$ cat src/rtl/alu_pkg.sv
// Shared ALU writeback types: op encoding, NZCV flags, buffered write entry.
package alu_pkg;

   typedef enum logic [1:0] {
      ALU_ADD = 2'b00,
      ALU_SUB = 2'b01,
      ALU_AND = 2'b10,
      ALU_OR  = 2'b11
   } alu_op_t;

   typedef struct packed {
      logic n;
      logic z;
      logic c;
      logic v;
   } flags_t;

   localparam int DATA_W = 32;
   localparam int REG_W  = 5;

   typedef struct packed {
      logic [DATA_W-1:0] data;
      logic [REG_W-1:0]  addr;
   } wb_entry_t;

   function automatic logic is_arith(alu_op_t op);
      return (op == ALU_ADD) || (op == ALU_SUB);
   endfunction

endpackage

$ cat src/rtl/wb_fifo.sv
// DEPTH-entry synchronous FIFO for pending register-file writes.
module wb_fifo
   import alu_pkg::*;
#(
   parameter int  DEPTH   = 2,
   parameter type entry_t = wb_entry_t
) (
   input  logic                       clk,
   input  logic                       reset,
   input  logic                       push,
   input  entry_t                     din,
   input  logic                       pop,
   output entry_t                     dout,
   output logic                       full,
   output logic                       empty,
   output logic [$clog2(DEPTH):0]     count
);

   localparam int PW = $clog2(DEPTH);
   localparam int CW = PW + 1;

   entry_t          mem_q [DEPTH];
   entry_t          mem_d [DEPTH];
   logic [PW-1:0]   wr_ptr_q, wr_ptr_d;
   logic [PW-1:0]   rd_ptr_q, rd_ptr_d;
   logic [CW-1:0]   count_q, count_d;
   logic            push_ok, pop_ok;

   assign empty   = (count_q == '0);
   assign full    = (count_q == CW'(DEPTH));
   assign count   = count_q;
   assign dout    = mem_q[rd_ptr_q];
   assign push_ok = push && !full;
   assign pop_ok  = pop && !empty;

   // Pointers are exactly log2(DEPTH) bits wide, so they wrap for free.
   always_comb begin
      mem_d    = mem_q;
      wr_ptr_d = wr_ptr_q;
      rd_ptr_d = rd_ptr_q;
      count_d  = count_q;
      if (push_ok) begin
         mem_d[wr_ptr_q] = din;
         wr_ptr_d        = wr_ptr_q + 1'b1;
      end
      if (pop_ok) begin
         rd_ptr_d = rd_ptr_q + 1'b1;
      end
      unique case ({push_ok, pop_ok})
         2'b10:   count_d = count_q + 1'b1;
         2'b01:   count_d = count_q - 1'b1;
         default: count_d = count_q;
      endcase
   end

   always_ff @(posedge clk) begin
      if (reset) begin
         wr_ptr_q <= '0;
         rd_ptr_q <= '0;
         count_q  <= '0;
      end else begin
         wr_ptr_q <= wr_ptr_d;
         rd_ptr_q <= rd_ptr_d;
         count_q  <= count_d;
      end
   end

   always_ff @(posedge clk) begin
      mem_q <= mem_d;
   end

endmodule

$ cat src/rtl/alu_writeback_stage.sv
// ALU writeback: NZCV status register, overflow counter and buffered
// register-file writes behind valid/ready handshakes on both sides.
module alu_writeback_stage
   import alu_pkg::*;
#(
   parameter int WIDTH    = 32,
   parameter int ADDR_W   = 5,
   parameter int DEPTH    = 2,
   parameter int ZERO_REG = 31,
   parameter int CNT_W    = 16
) (
   input  logic              clk,
   input  logic              reset,
   input  logic              in_valid,
   output logic              in_ready,
   input  logic [WIDTH-1:0]  alu_result,
   input  logic              alu_carry,
   input  logic              alu_zero,
   input  logic              alu_overflow,
   input  logic              alu_negative,
   input  logic [1:0]        alu_op,
   input  logic [ADDR_W-1:0] dest_reg,
   input  logic              reg_write,
   input  logic              set_flags,
   output logic              wb_valid,
   input  logic              wb_ready,
   output logic [WIDTH-1:0]  wb_data,
   output logic [ADDR_W-1:0] wb_addr,
   output logic [3:0]        flags,
   output logic [CNT_W-1:0]  ovf_count
);

   localparam int CW = $clog2(DEPTH) + 1;

   typedef struct packed {
      logic [WIDTH-1:0]  data;
      logic [ADDR_W-1:0] addr;
   } entry_t;

   alu_op_t          op;
   logic             accept, push, pop;
   logic             full, empty;
   logic [CW-1:0]    count;
   entry_t           din, head;
   flags_t           flags_q, flags_d;
   logic [CNT_W-1:0] ovf_count_q, ovf_count_d;

   assign op       = alu_op_t'(alu_op);
   // Registered occupancy only: a full buffer refuses even while draining.
   assign in_ready = !reset && (count < CW'(DEPTH));
   assign accept   = in_valid && in_ready;
   assign push     = accept && reg_write && !full
                     && (dest_reg != ADDR_W'(ZERO_REG));
   assign din      = '{data: alu_result, addr: dest_reg};
   assign wb_valid = !empty;
   assign pop      = wb_valid && wb_ready;
   assign wb_data  = wb_valid ? head.data : '0;
   assign wb_addr  = wb_valid ? head.addr : '0;

   wb_fifo #(
      .DEPTH   (DEPTH),
      .entry_t (entry_t)
   ) u_fifo (
      .clk   (clk),
      .reset (reset),
      .push  (push),
      .din   (din),
      .pop   (pop),
      .dout  (head),
      .full  (full),
      .empty (empty),
      .count (count)
   );

   // Logical ops leave C and V holding the last arithmetic result.
   always_comb begin
      flags_d = flags_q;
      if (accept && set_flags) begin
         flags_d.n = alu_negative;
         flags_d.z = alu_zero;
         if (is_arith(op)) begin
            flags_d.c = alu_carry;
            flags_d.v = alu_overflow;
         end
      end
   end

   always_comb begin
      ovf_count_d = ovf_count_q;
      if (accept && is_arith(op) && alu_overflow
          && (ovf_count_q != {CNT_W{1'b1}})) begin
         ovf_count_d = ovf_count_q + 1'b1;
      end
   end

   always_ff @(posedge clk) begin
      if (reset) begin
         flags_q     <= '0;
         ovf_count_q <= '0;
      end else begin
         flags_q     <= flags_d;
         ovf_count_q <= ovf_count_d;
      end
   end

   assign flags     = flags_q;
   assign ovf_count = ovf_count_q;

endmodule

$ cat config.mk
export PLATFORM = sky130hd
export DESIGN_NAME = alu_writeback_stage
export DESIGN_NICKNAME = d
export VERILOG_FILES = /design/src/rtl/alu_pkg.sv /design/src/rtl/wb_fifo.sv /design/src/rtl/alu_writeback_stage.sv
export SDC_FILE = /design/constraint.sdc
export NUM_CORES = 1
export LEC_CHECK = 0
export CAP_MARGIN = 20
export CORE_MARGIN = 8
export CORE_UTILIZATION = 30
export DETAILED_ROUTE_END_ITERATION = 7
export PLACE_DENSITY = 0.55
export SLEW_MARGIN = 20
export SYNTH_ARGS = -nofsm -noshare
export SYNTH_HDL_FRONTEND = slang
export SYNTH_HIERARCHICAL = 1
export SYNTH_SLANG_ARGS = --single-unit
$ cat constraint.sdc
create_clock -name clk -period 5.5 [get_ports clk]
set_input_delay 0.825 -clock clk [delete_from_list [all_inputs] [get_ports clk]]
set_output_delay 0.825 -clock clk [all_outputs]
set_load 0.02 [all_outputs]
==> impl_metrics.json, run 1 <==
{
  "status": "completed",
  "synth_edf_count": 74,
  "root_buffer": "clkbuf_16",
  "drtIter0Drc": 115,
  "period_share_pct": 61.7,
  "tritoncts": "done",
  "synth_top_cell_by_area": "edfxtp_1",
  "power.density_nw_per_um2": 278,
  "cts_setup_buffers": 0,
  "seqCellArea_sq_um": 2700,
  "setup_tns_ps": 0,
  "dieArea_sq_um": 17700,
  "critPathRequiredTime_ps": 5500,
  "routed-via-count": 2756,
  "tightest_slew_ps": 991,
  "multiInputGateArea_sq_um": 1360,
  "finClkSkew_ps": 5.44,
  "hold_viol": 0,
  "cts_resized": 0,
  "vias_per_cell": 4.69,
  "drive_above_1_share_pct": 13.2,
  "grt_pass1_wl_um": 15100,
  "synth_top_cell_area_share_pct": 53.9,
  "core.rowCount": 43,
  "htreeDepth": 3,
  "r2r_cells": 7,
  "core-area_sq_um": 13700,
  "period_needed_ps": 3390,
  "clk_pin_slew_ps": 70,
  "yosysWarnings": 6,
  "fill_cells": 1318,
  "cp_max_fo": 25,
  "start_util_pct": 30.2,
  "seq_area_frac_synth_pct": 65.6,
  "avgSynthCellArea_sq_um": 14.0,
  "cts_buffer_depth": 2,
  "pin_count": 108,
  "antenna_left": 0,
  "place_hpwl_um": 6490,
  "ys.flop_type": "edfxtp_1",
  "slew_headroom_pct": 33.9,
  "syn_inst": 295,
  "leakage_nw": 1.82,
  "power.total_mw": 1.58,
  "holdPathStages": 2,
  "post-route-drc-count": 0,
  "die_w_um": 133,
  "areaGrowthSynthToFinish_pct": 38.0,
  "dieHeight_um": 133,
  "synthArstFlopShare_pct": 0,
  "ys_ff_latch": 98,
  "syn_nets": 346,
  "clk_latency_ps": 340,
  "rsz0062_at_grt": "no",
  "hp-class": "reg -> reg",
  "yosysUniqueCellTypes": 40,
  "finalSetupViolations": 0,
  "grt_max_degree": 40,
  "cap_violations": 0,
  "gp_congestion": 0.747,
  "synth_area_sq_um": 4120,
  "overflow": 0,
  "antenna_cells": 0,
  "wirelength_um": 9550,
  "vdd_drop_max_uv": 112,
  "cts_hold_buf": 0,
  "gr-usage-all-layers_pct": 10.8,
  "cp_data_arrival_time_ps": 3400,
  "clock_sinks": 98,
  "firstDrtPassIters": 4,
  "wl_per_cell_um": 16.2,
  "final_nets": 454,
  "path_class": "in -> reg",
  "port_buffers": 106,
  "cts_made_buffers": 9,
  "grt_pass1_vias": 2854,
  "worstSetupStartpointType": "input pin",
  "end_kind": "flip-flop",
  "synth_area_leaders": "edfxtp_1, dfxtp_1, mux2_2",
  "grt_antenna_before_repair": 0,
  "clock.fmax_mhz": 295,
  "finalMaxSlewViolations": 0
}
## sequential cells by signal, summed over array words and instances, names as in the netlist
register	cells
flags	4
u_fifo/rd_ptr_q	1
u_fifo/mem_q	74
u_fifo/wr_ptr_q	1
u_fifo/count	2
ovf_count	16
## cells in the mapped netlist (3+ instances only)
| library cell | instances |
|---|---|
| mux2_1 | 11 |
| a21oi_1 | 15 |
| nand2_1 | 12 |
| nand4_1 | 7 |
| and4_1 | 3 |
| or4_1 | 4 |
| inv_1 | 5 |
| or3_1 | 4 |
| o21ai_0 | 9 |
| nor2b_1 | 39 |
| mux2_2 | 26 |
| dfxtp_1 | 24 |
| edfxtp_1 | 74 |
| o311ai_0 | 6 |
| nand3_1 | 4 |
| buf_2 | 5 |
| clkbuf_1 | 5 |
| o41ai_1 | 6 |
| and3_1 | 4 |
| o31ai_1 | 4 |
| nor2_1 | 6 |
## power by group
part / leakage, nW / switching (mW) / internal [mW]
Sequential: 0.866 / 0.00557 / 0.808
Clock: 0.148 / 0.272 / 0.358
Combinational: 0.807 / 0.0643 / 0.0715
## through the flow
stage	util, %	std cells	instance area, sq um	hold slack (ps)	setup slack (ps)
floorplan	-	295	4120	452	2420
global placement	39.4	572	5380	448	1750
detailed placement	39.4	572	5380	451	1710
CTS	41.6	588	5680	457	2070
global route	41.6	588	5690	491	1900
finish	41.6	588	5690	453	2110
## routing by layer
| layer | GRT usage (%) | vias to the layer above | share of wire (%) |
|---|---|---|---|
| li1 | - | 1338 | - |
| met1 | 13.3 | 1328 | 46 |
| met2 | 17.0 | 78 | 45 |
| met3 | 3.46 | 12 | 6.8 |
| met4 | 5.05 | 0 | 1.8 |
| met5 | 0 | - | 0 |
## layout by cell type, fill, tap and decap left out, types with 2 or more instances in the layout
cell type and count:
a21oi_1 15, and3_1 3, and4_1 3, buf_4 2, clkbuf_16 9, clkdlybuf4s50_1 106
clkinv_4 3, dfxtp_1 23, edfxtp_1 74, ha_1 2, inv_1 4, inv_6 2
mux2_1 11, mux2_2 26, nand2_1 12, nand3_1 4, nand4_1 7, nor2_1 5
nor2b_1 39, o21ai_0 9, o311ai_0 6, o31ai_1 4, o41ai_1 6, or2_2 2
or3_1 4, or4_1 4, xnor2_1 2
## final cells by class
type | instances | share of cell area, %
clock buffer | 10 | 4.02
clock inverter | 6 | 1.30
inverter | 6 | 0.396
multi-input combinational | 180 | 23.9
sequential | 98 | 47.5
tap | 180 | 3.96
timing repair buffer | 108 | 18.9
## path summary, 6_finish.rpt
check | to | slack, ps | from
setup / recovery | u_fifo/mem_q[49] | 2110 | reset
hold / removal | flags[2] | 450 | flags[2]
setup reg to reg | u_fifo/mem_q[49] | 2780 | u_fifo/count[1]
hold reg to reg | flags[2] | 450 | flags[2]
## worst max-delay path, stage by stage
cell             delay [ps]
clkdlybuf4s50_1         390
buf_4                   210
nor3b_4                 380
nand3b_1                120
a31oi_1                 250
inv_1                    80
or3_1                   370
clkinv_1                310
buf_4                   420
## cells by family (layout without fill, tap and decap cells)
family / count (synthesis) / count (layout) / share of synthesized area [%]
DFF: 98 / 98 / 65.6
AOI/OAI and AO/OA: 44 / 44 / 6.95
and+or+nand+nor: 94 / 94 / 14.3
muxes: 37 / 37 / 10.1
buffers and inverters: 17 / 130 / 1.88
xor gates and xnor gates: 3 / 3 / 0.637
adders and majority gates: 2 / 2 / 0.607
Power figures use the tool's default switching activity.
==> inputs of run 2 (changes only) <==
- PLACE_DENSITY: 0.55 -> 0.57
- clock period: 5.5 -> 2.85 ns (I/O delays scaled with it)
==> run 2 against run 1 <==
Effect of this change:
- final area up 1.5%
- flip-flop and latch count unchanged
- clock power rose by 89%
- highest routed layer unchanged
- clock-buffer cell count decreased by 1
- die area stayed put
- setup slack worse by 1800 ps
- largest cell class unchanged
- clock skew is 1.1 ps lower
- critical path depth shrank 5
- critical endpoint is now wb_data[31]
- largest power group unchanged
- total power is 92% higher
- core utilization is 0.64 points higher
- routed wire length rose by 2.5%
==> impl_metrics.json, run 2 (synthesis gave the netlist of run 1 again) <==
{
  "path_cells": "buf_4 > mux2_2 > nor2b_1 > clkdlybuf4s50_1",
  "cts_buffer_depth": 2,
  "clk_pin_slew_ps": 70,
  "final_common_cell": "clkdlybuf4s50_1",
  "cts_hold_buf": 0,
  "dieArea_sq_um": 17700,
  "final_cell_mix": "clkdlybuf4s50_1, edfxtp_1, nor2b_1, mux2_2, dfxtp_1",
  "cap_violations": 0,
  "slew_headroom_pct": 44.1,
  "post-route-drc-count": 0,
  "firstDrtPassIters": 4,
  "wl_per_cell_um": 16.4,
  "core-area_sq_um": 13700,
  "hold_viol": 0,
  "vdd_drop_max_uv": 202,
  "worstReg2RegStart": "u_fifo/count[0]",
  "cts_setup_buffers": 0,
  "holdPathStages": 2,
  "critPathTopFamily": "buffers and inverters",
  "cp_slowest_stage_delay_ps": 560,
  "hp-class": "reg -> reg",
  "cp_data_arrival_time_ps": 2080,
  "end_kind": "output port",
  "period_needed_ps": 2510,
  "htreeDepth": 3,
  "core.rowCount": 43,
  "wirelength_um": 9800,
  "hold_start": "flags[3]",
  "grt_max_degree": 35,
  "setup_tns_ps": 0,
  "status": "completed",
  "clock.fmax_mhz": 398,
  "finClkSkew_ps": 4.38,
  "critPathRequiredTime_ps": 2420,
  "final_nets": 463,
  "die_w_um": 133,
  "tritoncts": "done",
  "cts_made_buffers": 9,
  "period_share_pct": 88.1,
  "r2r_cells": 8,
  "holdPathEnd": "flags[3]",
  "finalMaxSlewViolations": 0,
  "top_register": "u_fifo/mem_q",
  "root_buffer": "clkbuf_16",
  "power.total_mw": 3.03,
  "power.density_nw_per_um2": 525,
  "pin_count": 108,
  "path_class": "reg -> out",
  "grt_pass1_wl_um": 15800,
  "final_area_sq_um": 5780,
  "grt_antenna_before_repair": 0,
  "antenna_left": 0,
  "antenna_cells": 0,
  "rsz0062_at_grt": "no",
  "r2r_slack_ps": 620,
  "gr-usage-all-layers_pct": 11.3,
  "port_buffers": 106,
  "vias_per_cell": 4.71,
  "drive_above_1_share_pct": 15.3,
  "setup.worst_path.start": "u_fifo/rd_ptr_q",
  "start_util_pct": 30.2,
  "cts_resized": 0,
  "routed-via-count": 2809,
  "gp_congestion": 0.786,
  "dieHeight_um": 133,
  "overflow": 0,
  "final_util_pct": 42.3,
  "grt_pass1_vias": 2982,
  "largest_reg_flops": 74,
  "areaGrowthSynthToFinish_pct": 40.2,
  "place_hpwl_um": 6980,
  "clock_sinks": 98,
  "dpl-instance-area_sq_um": 5480,
  "clk_latency_ps": 340,
  "finalSetupViolations": 0,
  "timing.rr.end": "u_fifo/mem_q[55]",
  "cp_max_fo": 24,
  "tightest_slew_ps": 832,
  "leakage_nw": 1.85,
  "worstSetupStartpointType": "flip-flop",
  "crit_path_top_delay_cell": "clkdlybuf4s50_1",
  "drtIter0Drc": 85,
  "cp_num_buf_inv": 2
}
## run 2: cell types whose count changed in the layout (fill, tap and decap cells not counted), sizes merged
cell	change
clkbuf	-1
clkinvlp	+2
buf	+9
inv	-1
## run 2: worst max path at each step
stage                             to  cells past startpoint
floorplan           u_fifo/mem_q[37]                      7
global placement    u_fifo/mem_q[51]                      8
detailed placement  u_fifo/mem_q[51]                      8
CTS                      wb_data[31]                      4
global route              wb_data[7]                      4
finish                   wb_data[31]                      4
## run 2: area by class of cell
class | count | area [sq um]
clock inverter | 7 | 68.8
fill | 1301 | 7890
sequential | 98 | 2700
multi-input combinational | 180 | 1350
clock buffer | 9 | 225
inverter | 6 | 22.5
tap | 180 | 225
timing repair buffer | 117 | 1180
## run 2: worst min-delay path, stage by stage, from the launching register on
cell,delay (ps)
dfxtp_1,310
nand2_1,50
a21oi_1,50
## run 2: power breakdown
part | internal [mW] | switching (mW) | leakage [nW]
Sequential | 1.56 | 0.00853 | 0.866
Combinational | 0.145 | 0.125 | 0.841
Clock | 0.678 | 0.515 | 0.142
## run 2: metal layers
metal,global-route usage [%],part of all wire [%]
met5,0,0
met4,4.87,1.6
met3,4.10,7.5
met2,18.2,48
met1,13.4,43
## run 2: per-stage QoR
stage          setup WS, ps  std cells  hold slack, ps
2_1_floorplan           163        295             452
3_3_place_gp            248        581             452
3_5_place_dp            235        581             459
4_1_cts                 305        597             468
5_1_grt                 230        597             494
6_report                340        597             462
==> inputs of run 3 (changes only) <==
- SLEW_MARGIN: 20 -> 15
==> results of run 3 <==
Final layout, timing and power as in run 2 (identical DEF).
